==> src/rtl/pipe_stage_reg.sv <==
`default_nettype none
// ============================================================================
// Module   : pipe_stage_reg
// Brief    : Inter-stage pipeline register with valid/ready handshake, flush,
//            optional skid entry and control gating on invalid heads.
// Revision : 1.0 - initial release
// ============================================================================
module pipe_stage_reg #(
  parameter int DATA_W = 64,
  parameter int CTRL_W = 8,
  parameter int A_W    = 5,
  parameter int PC_W   = 32,
  parameter int SKID   = 1
) (
  input  logic              clk,
  input  logic              reset,
  input  logic              flush,
  input  logic              in_valid,
  output logic              in_ready,
  input  logic [DATA_W-1:0] in_data,
  input  logic [CTRL_W-1:0] in_ctrl,
  input  logic [A_W-1:0]    in_a3,
  input  logic [PC_W-1:0]   in_pc,
  output logic              out_valid,
  input  logic              out_ready,
  output logic [DATA_W-1:0] out_data,
  output logic [CTRL_W-1:0] out_ctrl,
  output logic [A_W-1:0]    out_a3,
  output logic [PC_W-1:0]   out_pc,
  output logic [1:0]        occupancy
);

  logic              r_m_valid;
  logic [DATA_W-1:0] r_m_data;
  logic [CTRL_W-1:0] r_m_ctrl;
  logic [A_W-1:0]    r_m_a3;
  logic [PC_W-1:0]   r_m_pc;

  logic w_accept;
  logic w_consume;

  assign w_accept  = in_valid & in_ready;
  assign w_consume = r_m_valid & out_ready;

  // Bubbles must never carry live control bits downstream.
  assign out_valid = r_m_valid;
  assign out_data  = r_m_data;
  assign out_ctrl  = r_m_ctrl & {CTRL_W{r_m_valid}};
  assign out_a3    = r_m_a3 & {A_W{r_m_valid}};
  assign out_pc    = r_m_pc;

  generate
    if (SKID == 0) begin : g_single
      assign in_ready  = ~r_m_valid | out_ready;
      assign occupancy = {1'b0, r_m_valid};

      always_ff @(posedge clk or negedge reset) begin
        if (!reset) begin
          r_m_valid <= 1'b0;
          r_m_data  <= '0;
          r_m_ctrl  <= '0;
          r_m_a3    <= '0;
          r_m_pc    <= '0;
        end else begin
          if (flush)
            r_m_valid <= 1'b0;
          else if (w_accept)
            r_m_valid <= 1'b1;
          else if (w_consume)
            r_m_valid <= 1'b0;

          if (w_accept && !flush) begin
            r_m_data <= in_data;
            r_m_ctrl <= in_ctrl;
            r_m_a3   <= in_a3;
            r_m_pc   <= in_pc;
          end
        end
      end
    end else begin : g_skid
      logic              r_s_valid;
      logic [DATA_W-1:0] r_s_data;
      logic [CTRL_W-1:0] r_s_ctrl;
      logic [A_W-1:0]    r_s_a3;
      logic [PC_W-1:0]   r_s_pc;

      // Ready depends only on held state, breaking the combinational path.
      assign in_ready  = ~r_s_valid;
      assign occupancy = {1'b0, r_m_valid} + {1'b0, r_s_valid};

      always_ff @(posedge clk or negedge reset) begin
        if (!reset) begin
          r_m_valid <= 1'b0;
          r_m_data  <= '0;
          r_m_ctrl  <= '0;
          r_m_a3    <= '0;
          r_m_pc    <= '0;
          r_s_valid <= 1'b0;
          r_s_data  <= '0;
          r_s_ctrl  <= '0;
          r_s_a3    <= '0;
          r_s_pc    <= '0;
        end else if (flush) begin
          r_m_valid <= 1'b0;
          r_s_valid <= 1'b0;
        end else if (w_consume && r_s_valid) begin
          r_m_data  <= r_s_data;
          r_m_ctrl  <= r_s_ctrl;
          r_m_a3    <= r_s_a3;
          r_m_pc    <= r_s_pc;
          r_s_valid <= 1'b0;
        end else if (w_accept && (!r_m_valid || w_consume)) begin
          r_m_valid <= 1'b1;
          r_m_data  <= in_data;
          r_m_ctrl  <= in_ctrl;
          r_m_a3    <= in_a3;
          r_m_pc    <= in_pc;
        end else if (w_accept) begin
          r_s_valid <= 1'b1;
          r_s_data  <= in_data;
          r_s_ctrl  <= in_ctrl;
          r_s_a3    <= in_a3;
          r_s_pc    <= in_pc;
        end else if (w_consume) begin
          r_m_valid <= 1'b0;
        end
      end
    end
  endgenerate

endmodule
`default_nettype wire

==> config.mk <==
export PLATFORM = sky130hd
export DESIGN_NAME = pipe_stage_reg
export DESIGN_NICKNAME = d
export VERILOG_FILES = /design/src/rtl/pipe_stage_reg.sv
export SDC_FILE = /design/constraint.sdc
export NUM_CORES = 1
export LEC_CHECK = 0
export BUFFER_PORTS_ARGS = -buffer_cell sky130_fd_sc_hd__buf_2
export CELL_PAD_IN_SITES_DETAIL_PLACEMENT = 1
export CELL_PAD_IN_SITES_GLOBAL_PLACEMENT = 1
export CORE_MARGIN = 2
export CORE_UTILIZATION = 25
export DETAILED_ROUTE_END_ITERATION = 7
export PLACE_DENSITY = 0.52
export SYNTH_ARGS = -nofsm -noshare
export SYNTH_HDL_FRONTEND = slang
export SYNTH_SLANG_ARGS = --single-unit
export TNS_END_PERCENT = 1
==> constraint.sdc <==
create_clock -name clk -period 2 [get_ports clk]
set_clock_uncertainty 0.1 [all_clocks]
set_input_delay 0.1 -clock clk [delete_from_list [all_inputs] [get_ports clk]]
set_output_delay 0.1 -clock clk [all_outputs]
set_load 0.05 [all_outputs]
# ---- After elaboration in Yosys (flattened, before gate mapping)
# Cells that the tools add are included.
dict set report totals {
  elab_cells 50
  output_inout_bits 113
  register_bits 220
  in_bits 114
}
dict set report op_classes {
  add_sub_neg 1
  eq_ne 3
  n_reduce_logical 11
  mux 17
  bitwise_logic 8
}
# cell count
set ops {}
lappend ops {{$mux W64} 2}
lappend ops {{$mux W32} 2}
lappend ops {{$mux W8} 2}
lappend ops {{$mux W5} 2}
lappend ops {{$mux W1} 9}
lappend ops {{$and A8 B8 Y8} 1}
lappend ops {{$reduce_bool A3 Y1} 2}
lappend ops {{$and A5 B5 Y5} 1}
lappend ops {{$not A1 Y1} 4}
lappend ops {{$reduce_and A2 Y1} 2}
lappend ops {{$reduce_and A4 Y1} 1}
lappend ops {{$ne A3 B2 Y1 const B} 1}
lappend ops {{$ne A3 B3 Y1 const B} 1}
lappend ops {{$reduce_and A3 Y1} 1}
lappend ops {{$add A1 B1 Y2} 1}
lappend ops {{$and A1 B1 Y1} 2}
lappend ops {{$logic_and A1 B1 Y1} 2}
lappend ops {{$ne A2 B2 Y1 const B} 1}
lappend ops {{$reduce_bool A2 Y1} 1}
lappend ops {{$logic_not A1 Y1} 1}
lappend ops {{$logic_or A1 B1 Y1} 1}

# ---- Depth between registers and ports, before layout
# Gate-level depths: netlist (run 1).
dict set report logic_depth {
  word_depth 6
  mapped_depth 7
  depth_no_buf 3
}

# ---- Least setup slack after synthesis (run 1)
# Ideal clock, no wire load.
dict set report synth_timing {
  path_type {reg2reg}
  startpoint {reg r_m_valid, in the netlist out_valid}
  endpoint {reg r_m_data[11], in the netlist out_data[11]}
  period_less_slack_ps 2288
  slack_ps -288
  required_time_ps 1775
  stages_incl_launch_ff 8
  arrival_ps 2064
  cell_sequence {dfrtp_1 buf_2 nand3_1 buf_2 buf_2 buf_2 mux2_2 mux2_2}
}
dict set report synth_between {
  elab_chain_len 5
  word_cells_on_any_way 8
  cone_classes {1 x mux; 1 x bitwise; 6 x reduce/logical}
}
# item line_no
set synth_rtl {}
lappend synth_rtl {{from (decl)} 33} ;# logic r_m_valid;
lappend synth_rtl {{from (signal assigned)} 93} ;# r_m_valid <= 1'b0;
lappend synth_rtl {{from (signal assigned)} 104} ;# r_m_valid <= 1'b0;
lappend synth_rtl {{from (signal assigned)} 113} ;# r_m_valid <= 1'b1;
lappend synth_rtl {{$and A1 B1 Y1 or $logic_not A1 Y1 (tied branches)} {43, 112}}
lappend synth_rtl {{$logic_or A1 B1 Y1} 112} ;# end else if (w_accept && (!r_m_valid || w_consume)) begin
lappend synth_rtl {{$logic_and A1 B1 Y1} 112}
lappend synth_rtl {{$reduce_bool A2 Y1 (no source line)} n/a}
lappend synth_rtl {{$reduce_and A2 Y1 (no source line)} n/a}
lappend synth_rtl {{to (signal assigned)} 107} ;# r_m_data <= r_s_data;
lappend synth_rtl {{to (signal assigned)} 114} ;# r_m_data <= in_data;
lappend synth_rtl {{to (decl)} 34} ;# logic [DATA_W-1:0] r_m_data;
# Parallel ways exist; a longest one is shown, timed or not.
# A chain may end at the register's enable or synchronous reset.

# ---- Final worst setup path (run 1)
dict set report layout_timing {
  startpoint {reg g_skid.r_s_valid}
  endpoint {reg g_skid.r_s_data[21]}
}
dict set report layout_between {
  elab_chain_len 5
  word_cells_on_any_way 7
  cone_classes {4 x bitwise; 3 x reduce/logical}
}
# item line_no
set layout_rtl {}
lappend layout_rtl {{from (decl)} 81} ;# logic r_s_valid;
lappend layout_rtl {{from (signal assigned)} 98} ;# r_s_valid <= 1'b0;
lappend layout_rtl {{from (signal assigned)} 105} ;# r_s_valid <= 1'b0;
lappend layout_rtl {{from (signal assigned)} 111} ;# r_s_valid <= 1'b0;
lappend layout_rtl {{$not A1 Y1} 88} ;# assign in_ready = ~r_s_valid;
lappend layout_rtl {{$and A1 B1 Y1} 42} ;# assign w_accept = in_valid & in_ready;
lappend layout_rtl {{$logic_and A1 B1 Y1} 112}
lappend layout_rtl {{$not A1 Y1 (no source line)} n/a}
lappend layout_rtl {{$reduce_and A4 Y1 (no source line) *} n/a}
lappend layout_rtl {{to (signal assigned)} 120} ;# r_s_data <= in_data;
lappend layout_rtl {{to (decl)} 82} ;# logic [DATA_W-1:0] r_s_data;
# Every way passes the cells marked *; elsewhere a longest branch is shown, timed or not.

==> results of run 1 <==
-- worst max path at each step --
stage / endpoint / slack [ns] / cells after the start
4_1_cts: g_skid.r_s_data[55] / 0.003 / 4
3_3_place_gp: g_skid.r_s_data[60] / 0.04 / 4
2_1_floorplan: out_data[11] / -0.06 / 7
6_report: g_skid.r_s_data[21] / 0.004 / 4
5_1_grt: g_skid.r_s_ctrl[1] / -0.04 / 4
3_5_place_dp: g_skid.r_s_data[55] / 0.002 / 4
-- critical path, cell delays in order (launching register included) --
cell and delay (ns):
dfrtp_2 0.45, nand2b_4 0.16, or4b_4 0.52, buf_12 0.25, mux2_2 0.33
-- sequential cells by signal (all words and copies together) (netlist names) --
| signal | cells |
|---|---|
| out_valid | 1 |
| out_pc | 32 |
| g_skid.r_s_ctrl | 8 |
| r_m_a3 | 5 |
| g_skid.r_s_valid | 1 |
| out_data | 64 |
| g_skid.r_s_a3 | 5 |
| g_skid.r_s_pc | 32 |
| g_skid.r_s_data | 64 |
| r_m_ctrl | 8 |
-- cells by family after synthesis --
| group | count (synthesis) |
|---|---|
| AO/OA/AOI/OAI | 5 |
| adder cells (fa/ha/maj) | 1 |
| buffers and inverters | 40 |
| flip-flops | 220 |
| multiplexers | 327 |
| AND/OR/NAND/NOR | 19 |
-- cells in the mapped netlist (all sizes together) --
| library cell | number | area (um^2) |
|---|---|---|
| or4b | 1 | 13.76 |
| or2 | 1 | 6.260 |
| buf | 28 | 167.7 |
| ha | 1 | 12.51 |
| o21ai | 1 | 5.000 |
| inv | 2 | 7.510 |
| nand2 | 1 | 3.750 |
| mux2 | 327 | 3720 |
| and2 | 13 | 81.33 |
| nand3 | 1 | 5.000 |
| clkbuf | 10 | 37.54 |
| dfrtp | 220 | 5505 |
| a21oi | 2 | 10.01 |
| nand2b | 1 | 13.76 |
| a211oi | 2 | 15.01 |
| nor2 | 1 | 3.750 |
-- repair_timing --
item,CTS,global route
pin swaps,0,0
hold buffers,114,0
gates resized for setup,1,1
setup endpoints to repair,73,129
endpoints found under the hold margin,440,0
-- through the flow --
step	TNS, ns	area, um^2	worst slack (ns)	util [%]
floorplan	-3.040	9677	-0.06194	-
global placement	0	11700	0.04025	30.99
detailed placement	0	11700	0.002408	30.99
CTS	0	13860	0.003286	36.70
global route	-2.494	13860	-0.04315	36.71
finish	0	13860	0.003558	36.71
-- report_power, final --
| group | switching [W] | total, W | internal, W | leakage [nW] |
|---|---|---|---|---|
| Sequential | 0.000544 | 0.00615 | 0.00560 | 2.64 |
| Combinational | 0.00269 | 0.00441 | 0.00172 | 3.18 |
| Clock | 0.00197 | 0.00538 | 0.00341 | 0.506 |
| Total | 0.00521 | 0.0159 | 0.0107 | 6.33 |
-- area by class of cell --
class	count	area [um^2]
Clock inverter	6	83.83
Inverter	2	7.507
Timing Repair Buffer	372	2735
Sequential cell	220	5508
Clock buffer	46	929.6
Fill cell	3990	23900
Tap cell	511	639.4
Multi-Input combinational cell	352	3955
-- metal layers --
metal	GRT usage, %	share of wire [%]
met1	16.40	46
met5	0	0
met4	3.484	2.5
met3	3.243	5.8
met2	20.55	46
-- layout by cell type (no fill, tap or decap), types with 2 or more instances in the layout --
cell type,Yosys,layout
dlygate4sd3_1,0,114
clkbuf_1,10,3
buf_2,23,225
buf_4,1,15
buf_12,0,17
clkbuf_8,0,14
clkinv_2,0,3
bufinv_16,0,2
mux2_4,10,20
mux2_2,317,307
and2_1,13,13
clkbuf_16,0,29
inv_1,2,2
dfrtp_2,0,2
dfrtp_1,220,218
a21oi_1,2,2
==> flow_summary_export.csv, run 1 <==
group,metric,value,unit
run_status,status,"finished clean",
worst_setup_path,required,2.33,ns
final_layout,drive_gt1_share,64.23,%
sta,worst_pin_slew,0.5732,ns
sta,hold_slack,0.03004,ns
pwr,ir_drop,626.9,uV
placement,io_buffers,226,
final_layout,syn_to_final_growth,44.24,%
synth,yosys.area_share.simple,1.328,%
placement,place_congestion,0.6576,
floorplan,rows,71,
sta,grt_setup_unrepaired,"yes",
drt,drc,0,
synth,synth_warnings,0,
run,cap_violations,0,
synth,synthAdderAreaFrac,0.1302,%
sta,final_max_slew_viol_count,0,
floorplan,die-area,40020,um^2
final_layout,final_cells,1509,
sta,period_minus_slack,1.996,ns
floorplan,coreArea,37760,um^2
worst_setup_path,r2r_slack,0.004,ns
drt,routed-via-count,6397,
synth,synth_mux_area_share,38.72,%
worst_setup_path,crit_path_start,"g_skid.r_s_valid",
synth,synth-compound-area-share,0.3125,%
global_routing,grt_max_degree,65,
sta,relSlewSlack,61.79,%
worst_setup_path,r2r_cells,4,
floorplan,ioPinCount,227,
global_routing,grt.total_usage,12.55,%
synth,syn_nets,727,
worst_setup_path,timing.rr.end,"g_skid.r_s_data[21]",
final_layout,diodes,0,
drt,wl_per_cell,16.57,um
clock_network,cts_tree,"yes",
worst_setup_path,critPathArrivalTime,2.32,ns
clock_network,clk_pin_slew_worst_paths,0.06,ns
clock_network,cts-root-buf,"clkbuf_16",
floorplan,die_y,200.0,um
synth,syn_inst,612,
drt,detail-route-antenna-nets,0,
hold_path,hp-class,"input pin to asynchronous set/reset pin",
floorplan,initial_core_util,25.45,%
drt,viasPerCell,4.239,
clock_network,numCtsBuffers,28,
synth,synth.avg_cell_area,15.70,um^2
global_routing,grt_overflow,0,
worst_setup_path,cp-end-kind,"register",
drt,routed_wl,25000,um
sta,final_hold_viol_count,0,
synth,synth_top_family_by_area,"multiplexers",
final_layout,nets,1091,
drt,drt_first_iter_violations,107,
global_routing,grt_pass1_wl,39170,um
worst_setup_path,path_class,"register to register",
sta,finalCritPeriodShare,99.82,%
sta,fmax,500.9,MHz
clock_network,cts_max_level,1,
clock_network,insertion_delay,0.55,ns
pwr,p_per_area,1150,nW/um^2
placement,post-dp-hpwl,16080,um
floorplan,dieWidth,200.0,um
clock_network,cts.sinks,220,
clock_network,postCtsSetupBuffers,0,
clock_network,clk_path_buf_depth,3,
synth,synthXorXnorAreaFrac,0,%
pwr,finalPower,0.01594,W
worst_setup_path,crit_path_start_kind,"register",
pwr,p_leak,6.329,nW
global_routing,grt_pass1_vias,7024,
global_routing,antenna_found_initial,0,
worst_setup_path,reg2reg_from,"g_skid.r_s_valid",
worst_setup_path,path_max_fanout,64,
synth,synth_seq_cells,220,
synth,seq_area_frac_synth,57.30,%
sta,setup_viol,0,
synth,synth_area,9608,um^2
synth,ys_types,19,
drt,dr.pass1.iters,3,
placement,place_inst,1343,
(Power assumes the default switching activity.)
==> inputs of run 2 (changes only) <==
--- a/config.mk
+++ b/config.mk
@@ -5,13 +5,14 @@
 export SDC_FILE = /design/constraint.sdc
 export NUM_CORES = 1
 export LEC_CHECK = 0
-export BUFFER_PORTS_ARGS = -buffer_cell sky130_fd_sc_hd__buf_2
+export ABC_AREA = 1
 export CELL_PAD_IN_SITES_DETAIL_PLACEMENT = 1
 export CELL_PAD_IN_SITES_GLOBAL_PLACEMENT = 1
 export CORE_MARGIN = 2
 export CORE_UTILIZATION = 25
 export DETAILED_ROUTE_END_ITERATION = 7
-export PLACE_DENSITY = 0.52
+export DONT_BUFFER_PORTS = 1
+export PLACE_DENSITY = 0.5
 export SYNTH_ARGS = -nofsm -noshare
 export SYNTH_HDL_FRONTEND = slang
 export SYNTH_SLANG_ARGS = --single-unit
==> run 2 against run 1 <==
Compared with the run above: the run now ends with hold timing left; flip-flop and latch count unchanged; utilization shrank 3.7 points; sequential power rose by 30%; wire length increased by 69%; synthesized area grew 9.7%; critical path depth shrank 1; count of clock-buffer cells in the layout decreased by 5; power up 1.6%; combinational power decreased by 34%; first-iteration DRC count increased to 5.6 times the previous value; fmax is 4.1% higher; highest routed layer is now met5.
==> flow_summary_export.csv, run 2 <==
group,metric,value,unit
clock_network,cts-root-buf,"clkbuf_16",
floorplan,dieWidth,209.4,um
final_layout,syn_to_final_growth,30.76,%
drt,detail-route-antenna-nets,0,
final_layout,drive_gt1_share,7.566,%
clock_network,postCtsHoldBufs,117,
drt,drt_first_iter_violations,594,
sta,fmax,521.7,MHz
pwr,p_per_area,1175,nW/um^2
synth,syn_inst,1367,
global_routing,grt_pass1_vias,10780,
final_layout,multi_input_area,4422,um^2
drt,dr.pass1.iters,4,
final_layout,nets,1561,
floorplan,ioPinCount,227,
synth,synth_area_leaders,"dfrtp_1, nand2_1, nand3_1",
worst_setup_path,required,1.80,ns
synth,synth_seq_cells,220,
final_layout,final_common_cell,"nand2_1",
floorplan,die-area,43830,um^2
drt,routed-via-count,9872,
placement,post-dp-hpwl,21720,um
global_routing,grt_overflow,0,
run,cap_violations,0,
synth,synth_area,10540,um^2
global_routing,antenna_found_initial,4,
clock_network,cts_max_level,1,
sta,grt_setup_unrepaired,"no",
synth,syn_nets,1482,
sta,final_max_slew_viol_count,0,
floorplan,rows,75,
placement,io_buffers,0,
synth,synthTopCellsByCount,"nand2_1, dfrtp_1, nand3_1, nand4_1, buf_2",
drt,viasPerCell,4.914,
sta,setup_viol,0,
synth,synth_warnings,0,
floorplan,initial_core_util,25.25,%
final_layout,seq_area,5513,um^2
floorplan,coreArea,41760,um^2
global_routing,grt_max_degree,221,
run_status,status,"finished, violations left",
run_status,violations,"hold timing",
worst_setup_path,path_class,"register to primary output",
worst_setup_path,cp-end-kind,"primary output",
synth,synth_top_area_share,52.22,%
worst_setup_path,crit_path_start_kind,"register",
sta,fin_ws,0.08306,ns
sta,finalCritPeriodShare,95.85,%
global_routing,grt_pass1_wl,67190,um
synth,synth_edf_count,0,
worst_setup_path,slowest_stage,"dfrtp_4",
drt,drc,0,
hold_path,hp-class,"input pin to asynchronous set/reset pin",
clock_network,clk_pin_slew_worst_paths,0.06,ns
drt,wl_per_cell,21.00,um
placement,place_ws,0.1541,ns
synth,ys_types,19,
sta,finalSetupTns,0,ns
worst_setup_path,slowest_delay,0.53,ns
synth,ys.flop_type,"dfrtp_1",
synth,synth_area_leader_cell,"dfrtp_1",
clock_network,numCtsBuffers,28,
placement,place_congestion,0.7095,
sta,final_hold_viol_count,326,
sta,worst_pin_slew,0.5941,ns
synth,synth_most_common_cell,"nand2_1",
final_layout,mostFrequentLayoutCells,"nand2_1, nand3_1, dfrtp_1",
worst_setup_path,path_cells,"buf_16, ha_4, buf_12",
sta,relSlewSlack,60.39,%
drt,routed_wl,42190,um
synth,seq_area_frac_synth,52.22,%
clock_network,clk_path_buf_depth,3,
worst_setup_path,critPathArrivalTime,1.72,ns
synth,synthArstFlopShare,100.0,%
pwr,p_leak,7.098,nW
clock_network,cts.sinks,220,
global_routing,grt.total_usage,19.48,%
sta,period_minus_slack,1.917,ns
clock_network,cts_tree,"yes",
final_layout,fillCellCount,4939,
worst_setup_path,path_max_fanout,11,
synth,synth.avg_cell_area,7.712,um^2
clock_network,insertion_delay,0.57,ns
sta,hold_slack,-0.8710,ns
floorplan,die_y,209.4,um
pwr,ir_drop,672.6,uV
[run 2: cell families after synthesis]
logic type,share of synthesized area (%)
compound gates,0.1187
simple gates,41.13
flops,52.22
buf+inv,6.409
fa+ha+maj,0.1187
[run 2: cell type report]
cell class              count  area share, %
repair buffers            171          15.66
well taps                 539          4.892
flip-flops and latches    220          39.99
diodes                      3        0.05446
inverters                  17         0.4810
clock buffers              41          6.099
multi-input cells        1008          32.07
clock inverters            10         0.7533
[run 2: layer usage]
metal | global-route usage (%) | wire (um) | vias to the layer above
met5 | 0 | 13 | -
met4 | 3.867 | 688 | 2
met3 | 3.621 | 2058 | 49
met2 | 31.94 | 19500 | 187
met1 | 26.91 | 19930 | 5005
li1 | - | - | 4629
[run 2: path summary, 6_finish.rpt]
kind / cells after the start / slack, ns / startpoint / end
worst max-delay path: 3 / 0.08 / out_valid / occupancy[0]
worst min-delay path: 0 / -0.87 / reset / out_data[11]
worst max register to register: 8 / 0.12 / g_skid.r_s_valid / out_data[59]
worst min register to register: 2 / 0.37 / g_skid.r_s_data[52] / g_skid.r_s_data[52]
max in group asynchronous: 0 / 2.33 / reset / g_skid.r_s_pc[9]
min in group clk: 3 / -0.35 / out_ready / g_skid.r_s_valid
[run 2: what timing repair did]
item	CTS	global route
cloned	5	0
resized for setup	5	3
endpoints found under the setup margin	15	71
pin swaps	0	1
setup buffers	5	0
hold endpoints to repair	440	326
[run 2: stage by stage]
stage          utilization (%)  instance area [um^2]  cells  power, W  hold WS, ns
4_1_cts                  32.95                 13760   2006   0.01643      -0.9018
2_1_floorplan                -                 10540   1367  0.009609      -0.2956
3_5_place_dp             27.32                 11410   1828   0.01062      -0.2865
3_3_place_gp             27.32                 11410   1828   0.01053      -0.2882
6_report                 33.01                 13790   2009   0.01620      -0.8710
5_1_grt                  33.01                 13780   2008   0.01705      -0.9039
[run 2: where the power goes]
group	switching, W	total, W	internal [W]
registers	0.00245	0.00800	0.00555
logic	0.00178	0.00292	0.00114
clock network	0.00213	0.00528	0.00315
[run 2: worst max-delay path, delay by kind of cell, from the launching register on]
kind                     cells  cell delay (ns)
flip-flops                   1             0.53
adder cells (fa/ha/maj)      1             0.29
buffers and inverters        2             0.32
